<file path="src/rtl/ccff_chain_loader.sv">
// rtl/ccff_chain_loader.sv - configuration-chain loader with tail readback
//
// Purpose: takes configuration words from the bitstream host, shifts them
// LSB-first into a DFF configuration chain and captures the bits falling out
// of the chain tail as readback words (the previous load's contents).
//
// Ports:
//   prog_clk    in   configuration clock, shared with the chain DFFs
//   prog_reset  in   synchronous active-high reset
//   start       in   request to begin a load (honoured in IDLE or DONE only)
//   cfg_data    in   configuration word, bit 0 shifted first
//   cfg_valid   in   cfg_data valid
//   cfg_ready   out  loader accepts a word this cycle
//   ccff_head   out  serial data into the chain head
//   shift_en    out  chain clock enable
//   ccff_tail   in   serial data from the chain tail
//   rb_data     out  readback word of captured tail bits
//   rb_valid    out  one-cycle pulse, rb_data valid
//   busy        out  load in progress
//   done        out  last load completed (level)
module ccff_chain_loader #(
  parameter int WORD_W    = 32,
  parameter int CHAIN_LEN = 1024,
  parameter int CNT_W     = $clog2(CHAIN_LEN + 1)
) (
  input  logic              prog_clk,
  input  logic              prog_reset,
  input  logic              start,
  input  logic [WORD_W-1:0] cfg_data,
  input  logic              cfg_valid,
  output logic              cfg_ready,
  output logic              ccff_head,
  output logic              shift_en,
  input  logic              ccff_tail,
  output logic [WORD_W-1:0] rb_data,
  output logic              rb_valid,
  output logic              busy,
  output logic              done
);

  localparam int IDX_W = (WORD_W > 1) ? $clog2(WORD_W) : 1;

  typedef enum logic [1:0] {
    S_IDLE,
    S_WAIT_WORD,
    S_SHIFT,
    S_DONE
  } state_t;

  state_t            r_state;
  logic [WORD_W-1:0] r_sreg;
  logic [WORD_W-1:0] r_rb;
  logic [IDX_W-1:0]  r_bit_idx;
  logic [CNT_W-1:0]  r_total;

  logic              w_last_chain_bit;
  logic              w_last_bit;
  logic [WORD_W-1:0] w_sreg_shr;
  logic [WORD_W-1:0] w_rb_cap;

  // A word ends either at its own MSB or when the chain runs out of DFFs,
  // which truncates the final word of a load.
  assign w_last_chain_bit = (r_total == CNT_W'(CHAIN_LEN - 1));
  assign w_last_bit       = (r_bit_idx == IDX_W'(WORD_W - 1)) || w_last_chain_bit;
  assign w_sreg_shr       = r_sreg >> 1;

  // Readback word including the tail bit captured on this edge, so the word
  // can be presented the cycle after its last bit.
  always_comb begin
    w_rb_cap            = r_rb;
    w_rb_cap[r_bit_idx] = ccff_tail;
  end

  always_ff @(posedge prog_clk) begin
    if (prog_reset) begin
      r_state   <= S_IDLE;
      r_sreg    <= '0;
      r_rb      <= '0;
      r_bit_idx <= '0;
      r_total   <= '0;
      cfg_ready <= 1'b0;
      ccff_head <= 1'b0;
      shift_en  <= 1'b0;
      rb_data   <= '0;
      rb_valid  <= 1'b0;
      busy      <= 1'b0;
      done      <= 1'b0;
    end else begin
      rb_valid <= 1'b0;
      case (r_state)
        S_IDLE, S_DONE: begin
          if (start) begin
            r_state   <= S_WAIT_WORD;
            r_total   <= '0;
            done      <= 1'b0;
            busy      <= 1'b1;
            cfg_ready <= 1'b1;
          end
        end

        S_WAIT_WORD: begin
          if (cfg_valid && cfg_ready) begin
            r_sreg    <= cfg_data;
            r_bit_idx <= '0;
            r_rb      <= '0;
            ccff_head <= cfg_data[0];
            shift_en  <= 1'b1;
            cfg_ready <= 1'b0;
            r_state   <= S_SHIFT;
          end
        end

        S_SHIFT: begin
          // ccff_head is registered, so it is loaded with the bit that the
          // chain will take on the next edge.
          r_sreg    <= w_sreg_shr;
          ccff_head <= w_sreg_shr[0];
          r_rb      <= w_rb_cap;
          r_bit_idx <= r_bit_idx + IDX_W'(1);
          r_total   <= r_total + CNT_W'(1);
          if (w_last_bit) begin
            rb_valid  <= 1'b1;
            rb_data   <= w_rb_cap;
            shift_en  <= 1'b0;
            ccff_head <= 1'b0;
            if (w_last_chain_bit) begin
              r_state <= S_DONE;
              done    <= 1'b1;
              busy    <= 1'b0;
            end else begin
              r_state   <= S_WAIT_WORD;
              cfg_ready <= 1'b1;
            end
          end
        end

        default: r_state <= S_IDLE;
      endcase
    end
  end

endmodule

</file>
<file path="config.mk">
export PLATFORM = sky130hd
export DESIGN_NAME = ccff_chain_loader
export DESIGN_NICKNAME = d
export VERILOG_FILES = /design/src/rtl/ccff_chain_loader.sv
export SDC_FILE = /design/constraint.sdc
export NUM_CORES = 1
export LEC_CHECK = 0
export ABC_CLOCK_PERIOD_IN_PS = 4870
export BUFFER_PORTS_ARGS = -buffer_cell sky130_fd_sc_hd__clkbuf_2
export CAP_MARGIN = 20
export CORE_AREA = 5 5 103 105
export DETAILED_ROUTE_END_ITERATION = 8
export DIE_AREA = 0 0 108 110
export GPL_ROUTABILITY_DRIVEN = 0
export PLACE_DENSITY = 0.81
export SETUP_SLACK_MARGIN = 0.15
export SKIP_LAST_GASP = 1
export SLEW_MARGIN = 40
export SYNTH_ARGS = -nofsm -noshare
export SYNTH_HDL_FRONTEND = slang
export SYNTH_SLANG_ARGS = --single-unit
</file>
<file path="constraint.sdc">
create_clock -name prog_clk -period 4.87 [get_ports prog_clk]
set_input_delay 0 -clock prog_clk [delete_from_list [all_inputs] [get_ports prog_clk]]
set_output_delay 0 -clock prog_clk [all_outputs]
set_load 0.02 [all_outputs]
</file>
After elaboration in Yosys (flattened, before gate mapping)
Cells that the tools add are included.
Widths: inputs -> output; s select.
{ "word_totals": {"reg_bits": 120, "in_bits": 37, "out_inout_bits": 38, "wordCells": 77} }
{ "op_classes": {"n_addsub": 2, "n_lt_le_gt_ge": 2, "eq_ne": 10, "muxes": 35, "n_bitwise": 1, "reduce_logical": 15} }
{ "op_table": {"columns": ["cell", "n"], "rows": [
  ["$pmux 32 s2", 2],
  ["$mux 32", 2],
  ["$bwmux 32", 1],
  ["$pmux 11 s2", 1],
  ["$mux 1", 15],
  ["$add 11x1->11 const B", 1],
  ["$eq 11x10->1 const B", 1],
  ["$mux 11", 1],
  ["$ne 2x2->1 const B", 5],
  ["$pmux 5 s2", 1],
  ["$mux 2", 4],
  ["$pmux 1 s2", 4],
  ["$reduce_and 4->1", 2],
  ["$lt 5x6->1 const B", 1],
  ["$pmux 2 s3", 1],
  ["$reduce_and 2->1", 3],
  ["$reduce_and 3->1", 2],
  ["$add 5x1->5 const B", 1],
  ["$demux 1 s5", 1],
  ["$eq 5x5->1 const B", 1],
  ["$ge 5x1->1 const B", 1],
  ["$mux 5", 1],
  ["$eq 2x2->1 const B", 2],
  ["$reduce_bool 2->1", 2],
  ["other kinds (7)", 9]
]} }

Depth between registers and ports, before layout
{ "depth": {"word_depth": 6, "mapped_depth": 9, "ltp_nobuf": 7} }

Worst setup path after synthesis
OpenSTA, ideal clock, no wires.
{ "synth_path": {"kind": "flip-flop to flip-flop", "start": "register r_bit_idx[0]", "end": "register rb_data[25]", "setup_time_ns": 0.078, "t_arrival_ns": 1.774, "required_ns": 4.792, "setup_slack_ns": 3.018, "path_stages_with_launch": 9, "n_path_buf": 2, "cell_sequence": "dfxtp_1 > ha_1 > clkbuf_1 > and3_1 > ha_1 > a31oi_2 > clkbuf_1 > nor3_1 > nor3_1"} }
{ "synth_via": {"elab_chain_cells": 5, "word_cells_on_any_way": 9, "cone_classes": "order compare (2); eq/ne (1); mux (3); reduce/logical (3)"} }
{ "synth_rtl": {"columns": ["element", "line", "text"], "rows": [
  ["from (decl)", "53", "logic [IDX_W-1:0] r_bit_idx;"],
  ["from (signal assigned)", "119", "r_bit_idx <= r_bit_idx + IDX_W'(1);"],
  ["$lt 5x6->1 (implied by the code) / $ge 5x1->1 (equally long branches)", "71", "w_rb_cap[r_bit_idx] = ccff_tail;"],
  ["$logic_and 1x1->1 (implied by the code)", "71", null],
  ["$mux 1 (implied by the code)", "71", null],
  ["$demux 1 s5", "71", null],
  ["$bwmux 32", "71", null],
  ["to (signal assigned)", "123", "rb_data <= w_rb_cap;"],
  ["to (decl)", "35", "output logic [WORD_W-1:0] rb_data,"]
]} }
Parallel ways exist; a longest one is shown, timed or not.
A chain may end at the register's enable or synchronous reset.

Final worst setup path
{ "layout_path": {"start": "register r_state[0]", "end": "register r_sreg[23]"} }
{ "layout_via": {"elab_chain_cells": 3, "word_cells_on_any_way": 6, "cone_classes": "eq/ne (3); mux (1); reduce/logical (2)"} }
{ "layout_rtl": {"columns": ["element", "line", "text"], "rows": [
  ["from (decl)", "50", "state_t r_state;"],
  ["from (signal assigned)", "76", "r_state <= S_IDLE;"],
  ["from (signal assigned)", "93", "r_state <= S_WAIT_WORD;"],
  ["from (signal assigned)", "109", "r_state <= S_SHIFT;"],
  ["$eq 2x1->1 / $eq 2x2->1 (equally long branches)", "90", "case (r_state)"],
  ["$ne 2x2->1 (no source line) / $reduce_bool 2->1 (equally long branches)", null, null],
  ["$reduce_and 2->1 (no source line)", null, null],
  ["to (signal assigned)", "103", "r_sreg <= cfg_data;"],
  ["to (signal assigned)", "116", "r_sreg <= w_sreg_shr;"],
  ["to (decl)", "51", "logic [WORD_W-1:0] r_sreg;"]
]} }
Parallel ways exist; a longest one is shown, timed or not.

==> flow_metrics.env <==
export IMPL_status="complete, but fails checks"
export IMPL_violations="hold timing"
export IMPL_grt_use_total=0.2385
export IMPL_synth_top_area_share=0.4287
export IMPL_place_inst=766
export IMPL_hold_path_class="in -> reg"
export IMPL_hpwl_um=7638
export IMPL_cap_violations=0
export IMPL_die_h_um=110
export IMPL_crit_type="reg -> reg"
export IMPL_critPathArrivalTime_ns=2.86
export IMPL_ys_seq_area_frac=0.4287
export IMPL_fmax_mhz=404.4
export IMPL_finalNetCount=731
export IMPL_grt_max_degree=114
export IMPL_r2r_cells=8
export IMPL_synth_cells=608
export IMPL_rsz0062_at_grt="false"
export IMPL_ant_nets=0
export IMPL_first_iter_violations=382
export IMPL_grt_pass1_wl_um=22880
export IMPL_clk_pin_slew_ns=0.06
export IMPL_drive_above_1_share=0.2246
export IMPL_period_needed_ns=2.473
export IMPL_worst_slew_pin_slew_ns=0.8246
export IMPL_regArea_sq_um=2385
export IMPL_finalCoreUtilization=0.7178
export IMPL_synthArstFlopShare=0
export IMPL_cts_tree="yes"
export IMPL_cts_sinks=119
export IMPL_leakage_nw=2.447
export IMPL_crit_path_start_kind="register"
export IMPL_hold_depth=2
export IMPL_cts_htree_levels=4
export IMPL_die_x_um=108
export IMPL_yosysTopAreaCell="dfxtp_1"
export IMPL_pwr_density_cell_nw_per_um2=359.7
export IMPL_finalClockSkew_ns=0.007662
export IMPL_slew_headroom=0.4502
export IMPL_io_pins=75
export IMPL_ys_ff_latch=119
export IMPL_post_place_ws_ns=2.257
export IMPL_synth_edf_count=0
export IMPL_synth_area_sq_um=5557
export IMPL_finalSetupViolCount=0
export IMPL_via_count=4958
export IMPL_wirelength_um=13880
export IMPL_clock_latency_ns=0.51
export IMPL_insertedDiodeCount=0
export IMPL_drt_wirelength_per_cell_um=16.69
export IMPL_critPathMaxFanout=67
export IMPL_synth_area_top_cells="dfxtp_1 43%, nor3_1 6.5%, mux2_2 6.3%"
export IMPL_first_global_vias=4769
export IMPL_rows=36
export IMPL_fin_crit_sh=0.5077
export IMPL_crit_chain="inv_1 -> ha_2 -> buf_6 -> nand2b_1 -> nand2_1 -> buf_4 -> nor2_1 -> a211oi_1"
export IMPL_root_buffer="clkbuf_8"
export IMPL_nFillCells=687
export IMPL_die_area_sq_um=11880
export IMPL_io_buffers=74
export IMPL_slowest_stage="buf_6"
export IMPL_dpl_cell_area_sq_um=5886
export IMPL_whs_ns=-0.001622
export IMPL_cp_required_ns=5.26
export IMPL_routed_via_density=5.959
export IMPL_cts_made_buffers=17
export IMPL_cts_path_max_buffers=2
export IMPL_grt_overflow=0
export IMPL_drt_pass1_iterations=5
export IMPL_synth_cell_types=45
export IMPL_cts_resized=0
export IMPL_endpoint_kind="register"
export IMPL_antenna_found_initial=0
export IMPL_hold_viol_final=1
export IMPL_area_delta_synth_final_pct=23.35
export IMPL_drv_slew=0
export IMPL_final_area_sq_um=6854
export IMPL_fin_ws_ns=2.397
export IMPL_instances_no_fill=832
export IMPL_synth_area_per_cell_sq_um=9.139
export IMPL_multi_input_area_sq_um=2883
export IMPL_start_util=0.5819
export IMPL_synth_nets=653
export IMPL_vdd_drop_max_uv=239.6
export IMPL_drc_errors=0
export IMPL_setup_tns_final_ns=0
export IMPL_synth_warning_count=0
export IMPL_ys_flop_type="dfxtp_1"
export IMPL_slowest_delay_ns=0.51
export IMPL_core_area_sq_um=9549
## logic make-up after synthesis
kind of cell,count (synthesis),synth area share
muxes,61,0.1171
adders and majority gates,8,0.01801
xor gates and xnor gates,8,0.01261
buffers and inverters,63,0.05562
and+or+nand+nor,222,0.2144
DFF,119,0.4287
AOI/OAI and AO/OA,127,0.1536
## area by class of cell
type                    count  share of cell area
multi-input cells         426              0.4206
flip-flops and latches    119              0.3479
repair buffers            115              0.1128
clock buffers              20             0.06499
clock inverters            12             0.02556
well taps                 133             0.02428
inverters                   7            0.003834
## per-layer routing
layer | vias to the layer above | GRT usage | part of all wire
met1 | 2368 | 0.2845 | 0.42
met2 | 155 | 0.4218 | 0.51
li1 | 2414 | - | -
met3 | 21 | 0.05649 | 0.052
met5 | - | 0 | 0
met4 | 0 | 0.08296 | 0.016
## placed cells by master, fill, tap and decap left out, drive strengths merged, types with 2 or more instances in the layout
cell / count
dfxtp: 119
clkbuf: 93
nor2: 77
nor3: 72
a21oi: 44
a22oi: 37
dlygate4sd3: 34
mux2: 32
mux2i: 29
a211oi: 27
nand4b: 12
nand2: 8
nand3: 8
xnor2: 8
nor4bb: 8
ha: 8
buf: 8
o21ai: 7
nand2b: 7
inv: 7
or3: 5
nand4: 5
clkinv: 5
a222oi: 4
and4bb: 4
nor4b: 4
bufinv: 4
nor4: 4
clkinvlp: 3
a31oi: 3
and3: 2
o31ai: 2
## state kept, by name (all words and copies together) (netlist names)
name,flops
r_rb,32
r_bit_idx,5
r_sreg,31
done,1
rb_data,32
busy,1
cfg_ready,1
shift_en,1
rb_valid,1
ccff_head,1
r_state,2
r_total,11
## Yosys cell counts, types with 2 or more instances
library cell and number:
a22oi_1 37, and3_1 2, mux2_2 31, nor4bb_1 8
nand4b_1 12, nor3_1 72, buf_4 8, and4bb_2 4
dfxtp_1 119, inv_1 6, a211oi_1 27, mux2i_1 29
o21ai_0 7, buf_6 3, clkbuf_1 29, nand2_1 8
nor2_1 77, nand3_1 8, a31oi_1 2, nor4b_1 4
a222oi_1 4, nand4_1 4, nor4_1 3, buf_2 16
xnor2_1 8, or3_1 5, ha_1 8, nand2b_1 7
a21oi_1 44
## what timing repair did
item | in CTS | in global routing
hold buffers | 34 | 0
hold endpoints to repair | 37 | 0
setup buffers | 0 | 0
## worst max-delay path, delay by kind of cell (launching register included)
family | cells | cell delay [ns]
compound gates | 1 | 0.35
fa+ha+maj | 1 | 0.19
flops | 1 | 0.33
buf+inv | 3 | 1.00
simple gates | 3 | 0.44
## metrics by stage
stage / hold WS [ns] / power (W)
6_report: -0.001622 / 0.002465
2_1_floorplan: 0.1463 / 0.001118
3_5_place_dp: 0.2517 / 0.001156
4_1_cts: 0.01164 / 0.002466
5_1_grt: 0.05173 / 0.002551
3_3_place_gp: 0.2394 / 0.001149
## final timing paths
path / start / to / slack (ns)
max: r_state[0]$_SDFFE_PP0P_ / r_sreg[23]$_SDFFE_PP0P_ / 2.40
min: prog_reset / r_total[1]$_SDFFE_PP0P_ / -0.002
max reg2reg: r_state[0]$_SDFFE_PP0P_ / r_sreg[23]$_SDFFE_PP0P_ / 2.40
min reg2reg: r_sreg[1]$_SDFFE_PP0P_ / ccff_head$_SDFFE_PP0P_ / 0.49
## where the power goes
group	internal (W)	leakage [nW]	switching [W]
Combinational	0.0000647	1.19	0.0000931
Sequential	0.000995	0.962	0.0000140
Clock	0.000856	0.297	0.000442
(Power assumes the default switching activity.)
